--- src/rtl/logic_basic_queue_generic_if.sv ---
// Stream handshake bundle for the generic basic queue: rx side feeds the queue, tx side drains it.
// The slave modport is the queue's view and the master modport is the surrounding logic's view.
interface logic_basic_queue_generic_if #(
    parameter int WIDTH = 1
);
    logic             rx_tvalid;
    logic [WIDTH-1:0] rx_tdata;
    logic             rx_tready;
    logic             tx_tvalid;
    logic [WIDTH-1:0] tx_tdata;
    logic             tx_tready;

    modport slave (
        input  rx_tvalid, rx_tdata, tx_tready,
        output rx_tready, tx_tvalid, tx_tdata
    );

    modport master (
        output rx_tvalid, rx_tdata, tx_tready,
        input  rx_tready, tx_tvalid, tx_tdata
    );
endinterface

--- src/rtl/logic_basic_queue_generic.sv ---
// Single-clock first-word-fall-through stream FIFO: a (CAPACITY-1)-entry RAM in front of a one-entry
// output register, with arbitrary depth, level reporting, almost-full/almost-empty flags and flush.
module logic_basic_queue_generic #(
    parameter  int WIDTH        = 1,
    parameter  int CAPACITY     = 256,
    parameter  int ALMOST_FULL  = CAPACITY - 1,
    parameter  int ALMOST_EMPTY = 1,
    localparam int LEVEL_WIDTH  = $clog2(CAPACITY + 1)
) (
    input  logic                       aclk,
    input  logic                       areset_n,
    input  logic                       flush,
    logic_basic_queue_generic_if.slave q_if,
    output logic [LEVEL_WIDTH-1:0]     level,
    output logic                       almost_full,
    output logic                       almost_empty
);
    localparam int RAM_DEPTH = CAPACITY - 1;
    localparam int PTR_WIDTH = $clog2(RAM_DEPTH);
    localparam logic [PTR_WIDTH-1:0]   PTR_LAST = PTR_WIDTH'(RAM_DEPTH - 1);
    localparam logic [LEVEL_WIDTH-1:0] CAP_LVL  = LEVEL_WIDTH'(CAPACITY);
    localparam logic [LEVEL_WIDTH-1:0] AF_LVL   = LEVEL_WIDTH'(ALMOST_FULL);
    localparam logic [LEVEL_WIDTH-1:0] AE_LVL   = LEVEL_WIDTH'(ALMOST_EMPTY);

    typedef enum logic {
        OUT_EMPTY,
        OUT_VALID
    } out_state_t;

    logic [WIDTH-1:0] mem [0:RAM_DEPTH-1];

    out_state_t             state_reg;
    logic [PTR_WIDTH-1:0]   wr_ptr_reg;
    logic [PTR_WIDTH-1:0]   rd_ptr_reg;
    logic [LEVEL_WIDTH-1:0] ram_count_reg;
    logic [LEVEL_WIDTH-1:0] level_reg;
    logic [LEVEL_WIDTH-1:0] level_next;
    logic                   rx_tready_reg;
    logic                   tx_tvalid_reg;
    logic [WIDTH-1:0]       tx_tdata_reg;
    logic                   almost_full_reg;
    logic                   almost_empty_reg;

    logic wr_en;
    logic pop_en;
    logic out_free;
    logic ram_empty;
    logic ram_load;
    logic bypass;
    logic ram_wr;

    // Depth need not be a power of two, so pointers wrap by explicit compare.
    function automatic logic [PTR_WIDTH-1:0] ptr_inc(input logic [PTR_WIDTH-1:0] p);
        return (p == PTR_LAST) ? '0 : p + PTR_WIDTH'(1);
    endfunction

    always_comb begin
        wr_en     = q_if.rx_tvalid && rx_tready_reg;
        pop_en    = tx_tvalid_reg && q_if.tx_tready;
        out_free  = (state_reg == OUT_EMPTY) || pop_en;
        ram_empty = (ram_count_reg == '0);
        ram_load  = out_free && !ram_empty;
        bypass    = out_free && ram_empty && wr_en;
        ram_wr    = wr_en && !bypass;
        if (flush) begin
            level_next = '0;
        end else begin
            level_next = level_reg + LEVEL_WIDTH'(wr_en) - LEVEL_WIDTH'(pop_en);
        end
    end

    always_ff @(posedge aclk) begin
        if (ram_wr && !flush) begin
            mem[wr_ptr_reg] <= q_if.rx_tdata;
        end
    end

    always_ff @(posedge aclk or negedge areset_n) begin
        if (!areset_n) begin
            state_reg        <= OUT_EMPTY;
            wr_ptr_reg       <= '0;
            rd_ptr_reg       <= '0;
            ram_count_reg    <= '0;
            level_reg        <= '0;
            rx_tready_reg    <= 1'b0;
            tx_tvalid_reg    <= 1'b0;
            tx_tdata_reg     <= '0;
            almost_full_reg  <= 1'b0;
            almost_empty_reg <= 1'b1;
        end else begin
            // Status flags all follow level_next so they change on the same edge as level.
            level_reg        <= level_next;
            rx_tready_reg    <= (level_next < CAP_LVL);
            almost_full_reg  <= (level_next >= AF_LVL);
            almost_empty_reg <= (level_next <= AE_LVL);
            if (flush) begin
                state_reg     <= OUT_EMPTY;
                wr_ptr_reg    <= '0;
                rd_ptr_reg    <= '0;
                ram_count_reg <= '0;
                tx_tvalid_reg <= 1'b0;
            end else begin
                if (ram_wr) begin
                    wr_ptr_reg <= ptr_inc(wr_ptr_reg);
                end
                if (ram_load) begin
                    rd_ptr_reg <= ptr_inc(rd_ptr_reg);
                end
                ram_count_reg <= ram_count_reg + LEVEL_WIDTH'(ram_wr) - LEVEL_WIDTH'(ram_load);
                if (ram_load) begin
                    tx_tdata_reg <= mem[rd_ptr_reg];
                end else if (bypass) begin
                    tx_tdata_reg <= q_if.rx_tdata;
                end
                case (state_reg)
                    OUT_EMPTY: begin
                        if (ram_load || bypass) begin
                            state_reg     <= OUT_VALID;
                            tx_tvalid_reg <= 1'b1;
                        end
                    end
                    OUT_VALID: begin
                        if (pop_en && !ram_load && !bypass) begin
                            state_reg     <= OUT_EMPTY;
                            tx_tvalid_reg <= 1'b0;
                        end
                    end
                    default: begin
                        state_reg     <= OUT_EMPTY;
                        tx_tvalid_reg <= 1'b0;
                    end
                endcase
            end
        end
    end

    assign q_if.rx_tready = rx_tready_reg;
    assign q_if.tx_tvalid = tx_tvalid_reg;
    assign q_if.tx_tdata  = tx_tdata_reg;
    assign level          = level_reg;
    assign almost_full    = almost_full_reg;
    assign almost_empty   = almost_empty_reg;

endmodule

--- src/flat_wrapper.sv ---
// flat-port wrapper written by rule: the top's interface ports become plain ports
module logic_basic_queue_generic_flat 
#(
    parameter  int WIDTH        = 1,
    parameter  int CAPACITY     = 256,
    parameter  int ALMOST_FULL  = CAPACITY - 1,
    parameter  int ALMOST_EMPTY = 1,
    localparam int LEVEL_WIDTH  = $clog2(CAPACITY + 1)
)
  (aclk, areset_n, flush, level, almost_full, almost_empty, q_if_rx_tvalid, q_if_rx_tdata, q_if_tx_tready, q_if_rx_tready, q_if_tx_tvalid, q_if_tx_tdata);
  logic_basic_queue_generic_if #(.WIDTH(WIDTH)) q_if_i ();
  input  logic aclk;
  input  logic areset_n;
  input  logic flush;
  output logic [LEVEL_WIDTH-1:0] level;
  output logic almost_full;
  output logic almost_empty;
  input wire logic [$bits(q_if_i.rx_tvalid)-1:0] q_if_rx_tvalid;
  input wire logic [$bits(q_if_i.rx_tdata)-1:0] q_if_rx_tdata;
  input wire logic [$bits(q_if_i.tx_tready)-1:0] q_if_tx_tready;
  output wire logic [$bits(q_if_i.rx_tready)-1:0] q_if_rx_tready;
  output wire logic [$bits(q_if_i.tx_tvalid)-1:0] q_if_tx_tvalid;
  output wire logic [$bits(q_if_i.tx_tdata)-1:0] q_if_tx_tdata;
  assign q_if_i.rx_tvalid = q_if_rx_tvalid;
  assign q_if_i.rx_tdata = q_if_rx_tdata;
  assign q_if_i.tx_tready = q_if_tx_tready;
  assign q_if_rx_tready = q_if_i.rx_tready;
  assign q_if_tx_tvalid = q_if_i.tx_tvalid;
  assign q_if_tx_tdata = q_if_i.tx_tdata;
  logic_basic_queue_generic #(.WIDTH(WIDTH), .CAPACITY(CAPACITY), .ALMOST_FULL(ALMOST_FULL), .ALMOST_EMPTY(ALMOST_EMPTY)) u_core (.aclk(aclk), .areset_n(areset_n), .flush(flush), .q_if(q_if_i), .level(level), .almost_full(almost_full), .almost_empty(almost_empty));
endmodule
--- config.mk ---
export PLATFORM = sky130hd
export DESIGN_NAME = logic_basic_queue_generic_flat
export DESIGN_NICKNAME = d
export VERILOG_FILES = /design/src/rtl/logic_basic_queue_generic_if.sv /design/src/rtl/logic_basic_queue_generic.sv /design/src/flat_wrapper.sv
export SDC_FILE = /design/constraint.sdc
export NUM_CORES = 1
export LEC_CHECK = 0
export CAP_MARGIN = 20
export CORE_AREA = 2 2 206 208
export DETAILED_ROUTE_END_ITERATION = 12
export DIE_AREA = 0 0 208 210
export PLACE_DENSITY = 0.56
export SETUP_SLACK_MARGIN = 0.15
export SYNTH_ARGS = -nofsm -noshare
export SYNTH_HDL_FRONTEND = slang
export SYNTH_SLANG_ARGS = --single-unit
--- constraint.sdc ---
create_clock -name aclk -period 3.7 [get_ports aclk]
set_input_delay 1.11 -clock aclk [delete_from_list [all_inputs] [get_ports aclk]]
set_output_delay 1.11 -clock aclk [all_outputs]
set_load 0.005 [all_outputs]
; Word level (Yosys, flattened, before mapping)
; Memory sizes are Yosys's and may differ from the RTL's.
; Cells that the tools add are included.
; W data, S select, Z words.
[totals]
regBits = 40
mem_bits_rw = 255
output_inout_bits = 14
elab_cells = 67
mem_count = 1
[classes]
n_addsub = 6
magnitude_cmp = 3
eq_ne = 4
mux = 20
bitwise = 2
n_reduce_logical = 21
[memory_table]
columns = memory, depth, width, rd, rd_clocked_by_memory_dff, wr, line
row1 = u_core.mem, 255, 1, 1, 0, 1, logic_basic_queue_generic.sv:30  ; logic [WIDTH-1:0] mem [0:RAM_DEPTH-1];
[ops]
columns = operator, n
row1 = $mux W8, 6
row2 = $add A9 B1 Y9, 2
row3 = $mux W9, 2
row4 = $sub A9 B1 Y9, 2
row5 = $add A8 B1 Y8 const B, 2
row6 = $eq A8 B8 Y1 const B, 2
row7 = $mux W1, 10
row8 = $ge A9 B8 Y1 const B, 1
row9 = $le A9 B1 Y1 const B, 1
row10 = $logic_and A1 B1 Y1, 9
row11 = $logic_not A9 Y1, 1
row12 = $lt A9 B9 Y1 const B, 1
row13 = $ne A3 B3 Y1 const B, 2
row14 = $reduce_bool A2 Y1, 3
row15 = $logic_not A1 Y1, 4
row16 = $pmux W1 S2, 2
row17 = $reduce_and A2 Y1, 2
row18 = $logic_or A1 B1 Y1, 2
row19 = $not A1 Y1, 2

; Logic depth before layout (Yosys ltp)
[logic_depth]
word_depth = 9
depth_mapped = 19
depth_no_buf = 19

; Worst setup path before layout
; Ideal clock, no wire load.
[synth_path]
kind = in2reg
start = input q_if_tx_tready
end = register u_core.almost_empty_reg, in the netlist u_core.almost_empty
setup_ns = 0.097
arrival_ns = 3.511
required_time_ns = 3.603
path_slack_ns = 0.092
cell_stages = 14
cell_sequence = nand2_1 > or2_2 > nand2_1 > ha_1 > inv_1 > fa_1 > nor2b_2 > o21ai_2 > a21oi_1 > o21ai_0 > a21boi_0 > nor3_1 > or4_1 > nor4_1
[synth_via]
elab_chain_len = 4
[synth_rtl]
columns = item, line
row1 = "start, declared", flat_wrapper.sv:20  ; input wire logic [$bits(q_if_i.tx_tready)-1:0] q_if_tx_tready;
row2 = $logic_and A1 B1 Y1, logic_basic_queue_generic.sv:59  ; pop_en = tx_tvalid_reg && q_if.tx_tready;
row3 = $sub A9 B1 Y9, logic_basic_queue_generic.sv:68  ; level_next = level_reg + LEVEL_WIDTH'(wr_en) - LEVEL_WIDTH'(pop_en);
row4 = $mux W9, logic_basic_queue_generic.sv:65  ; if (flush) begin
row5 = via u_core.level_next[6], logic_basic_queue_generic.sv:37  ; logic [LEVEL_WIDTH-1:0] level_next;
row6 = $le A9 B1 Y1, logic_basic_queue_generic.sv:95  ; almost_empty_reg <= (level_next <= AE_LVL);
row7 = "end signal, assigned", logic_basic_queue_generic.sv:95
row8 = "end, declared", logic_basic_queue_generic.sv:42  ; logic almost_empty_reg;
; The timed path passes the listed nets, and every way through them passes these cells.
; A chain may end at the register's enable or synchronous reset.

; Worst setup path in the final report
[layout_path]
start = input q_if_rx_tvalid
end = register u_core.almost_full_reg, in the netlist u_core.almost_full
[layout_via]
elab_chain_len = 5
[layout_rtl]
columns = item, line
row1 = "start, declared", flat_wrapper.sv:18  ; input wire logic [$bits(q_if_i.rx_tvalid)-1:0] q_if_rx_tvalid;
row2 = $logic_and A1 B1 Y1, logic_basic_queue_generic.sv:58  ; wr_en = q_if.rx_tvalid && rx_tready_reg;
row3 = $add A9 B1 Y9, logic_basic_queue_generic.sv:68
row4 = $sub A9 B1 Y9, logic_basic_queue_generic.sv:68
row5 = $mux W9, logic_basic_queue_generic.sv:65
row6 = $ge A9 B8 Y1, logic_basic_queue_generic.sv:94  ; almost_full_reg <= (level_next >= AF_LVL);
row7 = "end signal, assigned", logic_basic_queue_generic.sv:94
row8 = "end, declared", logic_basic_queue_generic.sv:41  ; logic almost_full_reg;
; Every way passes these cells.

==> flow_summary.html <==
<table>
<tr><th>Metric</th><th>Value</th></tr>
<tr><th colspan="2">Route</th></tr>
<tr><td>Router iterations before antenna repair</td><td>5</td></tr>
<tr><td>DRC marker count from the first detailed-route iteration</td><td>856</td></tr>
<tr><td>Antenna Violating Nets Remaining</td><td>0</td></tr>
<tr><td>Average via count per standard cell</td><td>5.14</td></tr>
<tr><td>Final Routed Wirelength</td><td>34.5 mm</td></tr>
<tr><td>DRC Markers</td><td>0</td></tr>
<tr><td>Count of vias placed by the detailed router</td><td>8528</td></tr>
<tr><td>DR WL/cell</td><td>20.8 um</td></tr>
<tr><th colspan="2">Final layout</th></tr>
<tr><td>Max reg flops</td><td>255</td></tr>
<tr><td>Area delta synth-&gt;final</td><td>17.2%</td></tr>
<tr><td>Share of cells above drive strength 1</td><td>18.0%</td></tr>
<tr><td>Final Instance Area</td><td>0.0159 mm^2</td></tr>
<tr><td>Antenna diode count</td><td>0</td></tr>
<tr><td>Number of filler instances in the final layout</td><td>3969</td></tr>
<tr><td>Final layout net count</td><td>1132</td></tr>
<tr><th colspan="2">Yosys</th></tr>
<tr><td>Cell Area, Synth</td><td>0.0136 mm^2</td></tr>
<tr><td>Distinct cell type count of the synthesized netlist</td><td>59</td></tr>
<tr><td>Mapped Nets</td><td>1076</td></tr>
<tr><td>Predominant post-synthesis flop cell</td><td>edfxtp_1</td></tr>
<tr><td>Asr flop ratio synth</td><td>13.6%</td></tr>
<tr><td>Share of synthesized area occupied by flip-flops and latches</td><td>63.8%</td></tr>
<tr><td>Post-synthesis sequential element count</td><td>295</td></tr>
<tr><td>Yosys warning total</td><td>0</td></tr>
<tr><td>Number of synthesized flops with an enable pin</td><td>255</td></tr>
<tr><td>Syn Inst Count</td><td>1042</td></tr>
<tr><td>Post-synthesis area per instance</td><td>13.0 um^2</td></tr>
<tr><th colspan="2">Power and ir drop</th></tr>
<tr><td>Worst voltage drop across the vdd grid</td><td>301 uV</td></tr>
<tr><td>Leak</td><td>5.12 nW</td></tr>
<tr><td>Power per unit of standard cell area</td><td>624 mW/mm^2</td></tr>
<tr><th colspan="2">Placement</th></tr>
<tr><td>Port bufs</td><td>19</td></tr>
<tr><td>Placed standard-cell area</td><td>0.0146 mm^2</td></tr>
<tr><td>Detail Placement HPWL</td><td>20.6 mm</td></tr>
<tr><td>Weighted congestion reported at the end of routability-driven placement</td><td>0.800</td></tr>
<tr><th colspan="2">Critical path</th></tr>
<tr><td>CP Launch Type</td><td>primary input</td></tr>
<tr><td>Critical Path End Type</td><td>register</td></tr>
<tr><td>Critical path arrival</td><td>3840 ps</td></tr>
<tr><td>CP Data Required Time</td><td>4100 ps</td></tr>
<tr><td>CP Max Fanout</td><td>2</td></tr>
<tr><td>Critical Setup Path Class</td><td>primary input to register</td></tr>
<tr><th colspan="2">Worst hold path</th></tr>
<tr><td>Min-Delay Path Class</td><td>register to register</td></tr>
<tr><th colspan="2">Timing</th></tr>
<tr><td>Pins Over Slew Limit</td><td>0</td></tr>
<tr><td>Achievable frequency</td><td>291 MHz</td></tr>
<tr><td>Relative slew slack</td><td>34.3%</td></tr>
<tr><td>Period utilisation layout</td><td>93.0%</td></tr>
<tr><td>Number of endpoints failing setup at the final stage</td><td>0</td></tr>
<tr><td>Setup repair after global routing missed its margin</td><td>false</td></tr>
<tr><td>Fin Hold WS</td><td>524 ps</td></tr>
<tr><td>Final min period</td><td>3440 ps</td></tr>
<tr><td>Slew of the pin with the lowest slew margin</td><td>983 ps</td></tr>
<tr><td>Worst clock skew</td><td>14.1 ps</td></tr>
<tr><td>Count of final hold-check violations</td><td>0</td></tr>
<tr><th colspan="2">Floorplan</th></tr>
<tr><td>Die extent in y</td><td>210 um</td></tr>
<tr><td>CORE AREA</td><td>0.0415 mm^2</td></tr>
<tr><td>Die ar.</td><td>0.0437 mm^2</td></tr>
<tr><td>Initial core utilization</td><td>32.7%</td></tr>
<tr><td>Die width</td><td>208 um</td></tr>
<tr><td>Number of I/O pins</td><td>20</td></tr>
<tr><td>Placement row count</td><td>75</td></tr>
<tr><th colspan="2">Global routing</th></tr>
<tr><td>Number of global-route vias before repair</td><td>8556</td></tr>
<tr><td>First-pass GRT wire length</td><td>52.3 mm</td></tr>
<tr><td>Antenna violations before repair</td><td>0</td></tr>
<tr><td>Pin count of the biggest net entering global routing</td><td>81</td></tr>
<tr><td>All-Layer GR Usage</td><td>15.8%</td></tr>
<tr><td>Total overflow reported by the global router</td><td>0</td></tr>
<tr><th colspan="2">Clocking</th></tr>
<tr><td>Htree depth</td><td>2</td></tr>
<tr><td>Clock latency on the worst-skew pair</td><td>520 ps</td></tr>
<tr><td>Clock Sinks</td><td>295</td></tr>
<tr><td>Clock-pin slew on the worst setup and hold paths</td><td>60 ps</td></tr>
<tr><td>Buffer depth of the longest clock path</td><td>3</td></tr>
<tr><td>Number of CTS-inserted buffers</td><td>34</td></tr>
<tr><td>Cell at the root of the clock tree</td><td>clkbuf_16</td></tr>
<tr><td>Clock tree from TritonCTS</td><td>yes</td></tr>
<tr><td>Cts hold-fix bufs</td><td>0</td></tr>
<tr><th colspan="2">Status</th></tr>
<tr><td>Run status</td><td>complete, no violations</td></tr>
<tr><th colspan="2">Job</th></tr>
<tr><td>Max-capacitance violation count</td><td>0</td></tr>
</table>
where the power goes:
part	total, mW	switching [mW]	internal [mW]
logic	2.49	1.22	1.27
registers	3.98	0.234	3.74
clock network	3.45	1.35	2.10
final cells by class:
| class | instances | area (um^2) | share of cell area (%) |
|---|---|---|---|
| multi-input combinational | 645 | 4500 | 28.3 |
| clock inverter | 18 | 254 | 1.60 |
| sequential | 295 | 8670 | 54.5 |
| tap | 539 | 674 | 4.24 |
| timing repair buffer | 87 | 769 | 4.84 |
| clock buffer | 40 | 895 | 5.63 |
| inverter | 35 | 131 | 0.827 |
timing repair:
action                                  4_1_cts  5_1_grt
buffers inserted                              7        0
pin swaps                                     6        4
resized for setup                             7        6
endpoints found under the setup margin        2        4
cells in the mapped netlist, types with 5 or more instances:
cell      count  area [um^2]
nor2_1      280         1050
edfxtp_1    255         7660
mux4_2       58         1310
nand2_1      55          206
clkbuf_1     41          154
dfrtp_1      39          976
inv_1        35          131
o21ai_0      32          160
ha_1         26          325
a21oi_1      24          120
mux2i_1      22          220
buf_2        19         95.1
nand3_1      15         75.1
nor2b_1      14         87.6
nor3_1       10         50.1
a22oi_1       9         67.6
o31ai_1       8         60.1
xnor2_1       7         61.3
a31oi_1       6         37.5
and3_1        6         37.5
nand4_1       6         37.5
and2_1        5         31.3
mux2_2        5         56.3
nand2b_1      5         31.3
routing by layer:
layer / track usage, % / share of wire (%)
met5: 0 / 0
met4: 3.99 / 1.9
met3: 2.73 / 5.9
met2: 26.7 / 49
met1: 21.1 / 43
layout by cell type, fill, tap and decap left out, types with 6 or more instances in the layout:
cell             synthesis  final
nand2_1                 55     55
mux2i_1                 22     22
ha_1                    26     25
a21oi_1                 24     21
o21ai_0                 32     30
buf_4                    4     62
xnor2_1                  7      7
a31oi_1                  6      6
clkdlybuf4s50_1          0     16
nor3_1                  10     10
clkbuf_16                0     35
nand4_1                  6      6
and3_1                   6      6
mux4_2                  58     58
nor2b_1                 14     14
o31ai_1                  8      8
nor2_1                 280    280
a22oi_1                  9      9
dfrtp_1                 39     37
inv_1                   35     35
edfxtp_1               255    255
nand3_1                 15     15
cell families (layout without fill, tap and decap cells):
| family | Yosys count | in the layout | share of synthesized area, % |
|---|---|---|---|
| AO/OA/AOI/OAI | 105 | 105 | 4.86 |
| XOR/XNOR | 11 | 11 | 0.710 |
| adder cells (fa/ha/maj) | 28 | 28 | 2.69 |
| buffers and inverters | 102 | 180 | 3.22 |
| flip-flops | 295 | 295 | 63.8 |
| multiplexers | 85 | 85 | 11.7 |
| AND/OR/NAND/NOR | 416 | 416 | 13.0 |
critical path, stage by stage:
cell,delay [ps]
clkdlybuf4s50_1,460
and2_1,180
ha_2,190
inv_1,50
fa_2,360
nor2b_4,140
o21ai_2,70
a21oi_2,140
o21ai_1,100
a21boi_1,170
buf_4,140
buf_4,90
buf_4,90
buf_4,90
buf_4,100
buf_4,90
nor2_1,50
a41o_1,230
through the flow:
step	setup TNS, ps	setup slack [ps]	util, %	std cells	power, mW
6_report	0	260	38.3	1659	9.91
5_1_grt	0	150	38.3	1659	10.4
4_1_cts	0	339	38.2	1658	9.94
3_5_place_dp	-2840	-562	35.3	1593	6.35
3_3_place_gp	-2220	-458	35.2	1590	6.34
2_1_floorplan	0	155	-	1042	5.51
final timing paths:
| kind | cells past startpoint | slack (ps) | endpoint | startpoint |
|---|---|---|---|---|
| min in group asynchronous | 1 | 540 | u_core.ram_count_reg[5] | areset_n |
| worst max register to register | 19 | 430 | u_core.ram_count_reg[8] | u_core.ram_count_reg[2] |
| worst min register to register | 1 | 520 | u_core.q_if.tx_tvalid | u_core.q_if.tx_tvalid |
| worst min-delay path | 1 | 520 | u_core.q_if.tx_tvalid | u_core.q_if.tx_tvalid |
| max in group asynchronous | 2 | 2600 | u_core.almost_empty | areset_n |
| worst max-delay path | 18 | 260 | u_core.almost_full | q_if_rx_tvalid |
Power figures use the tool's default switching activity.
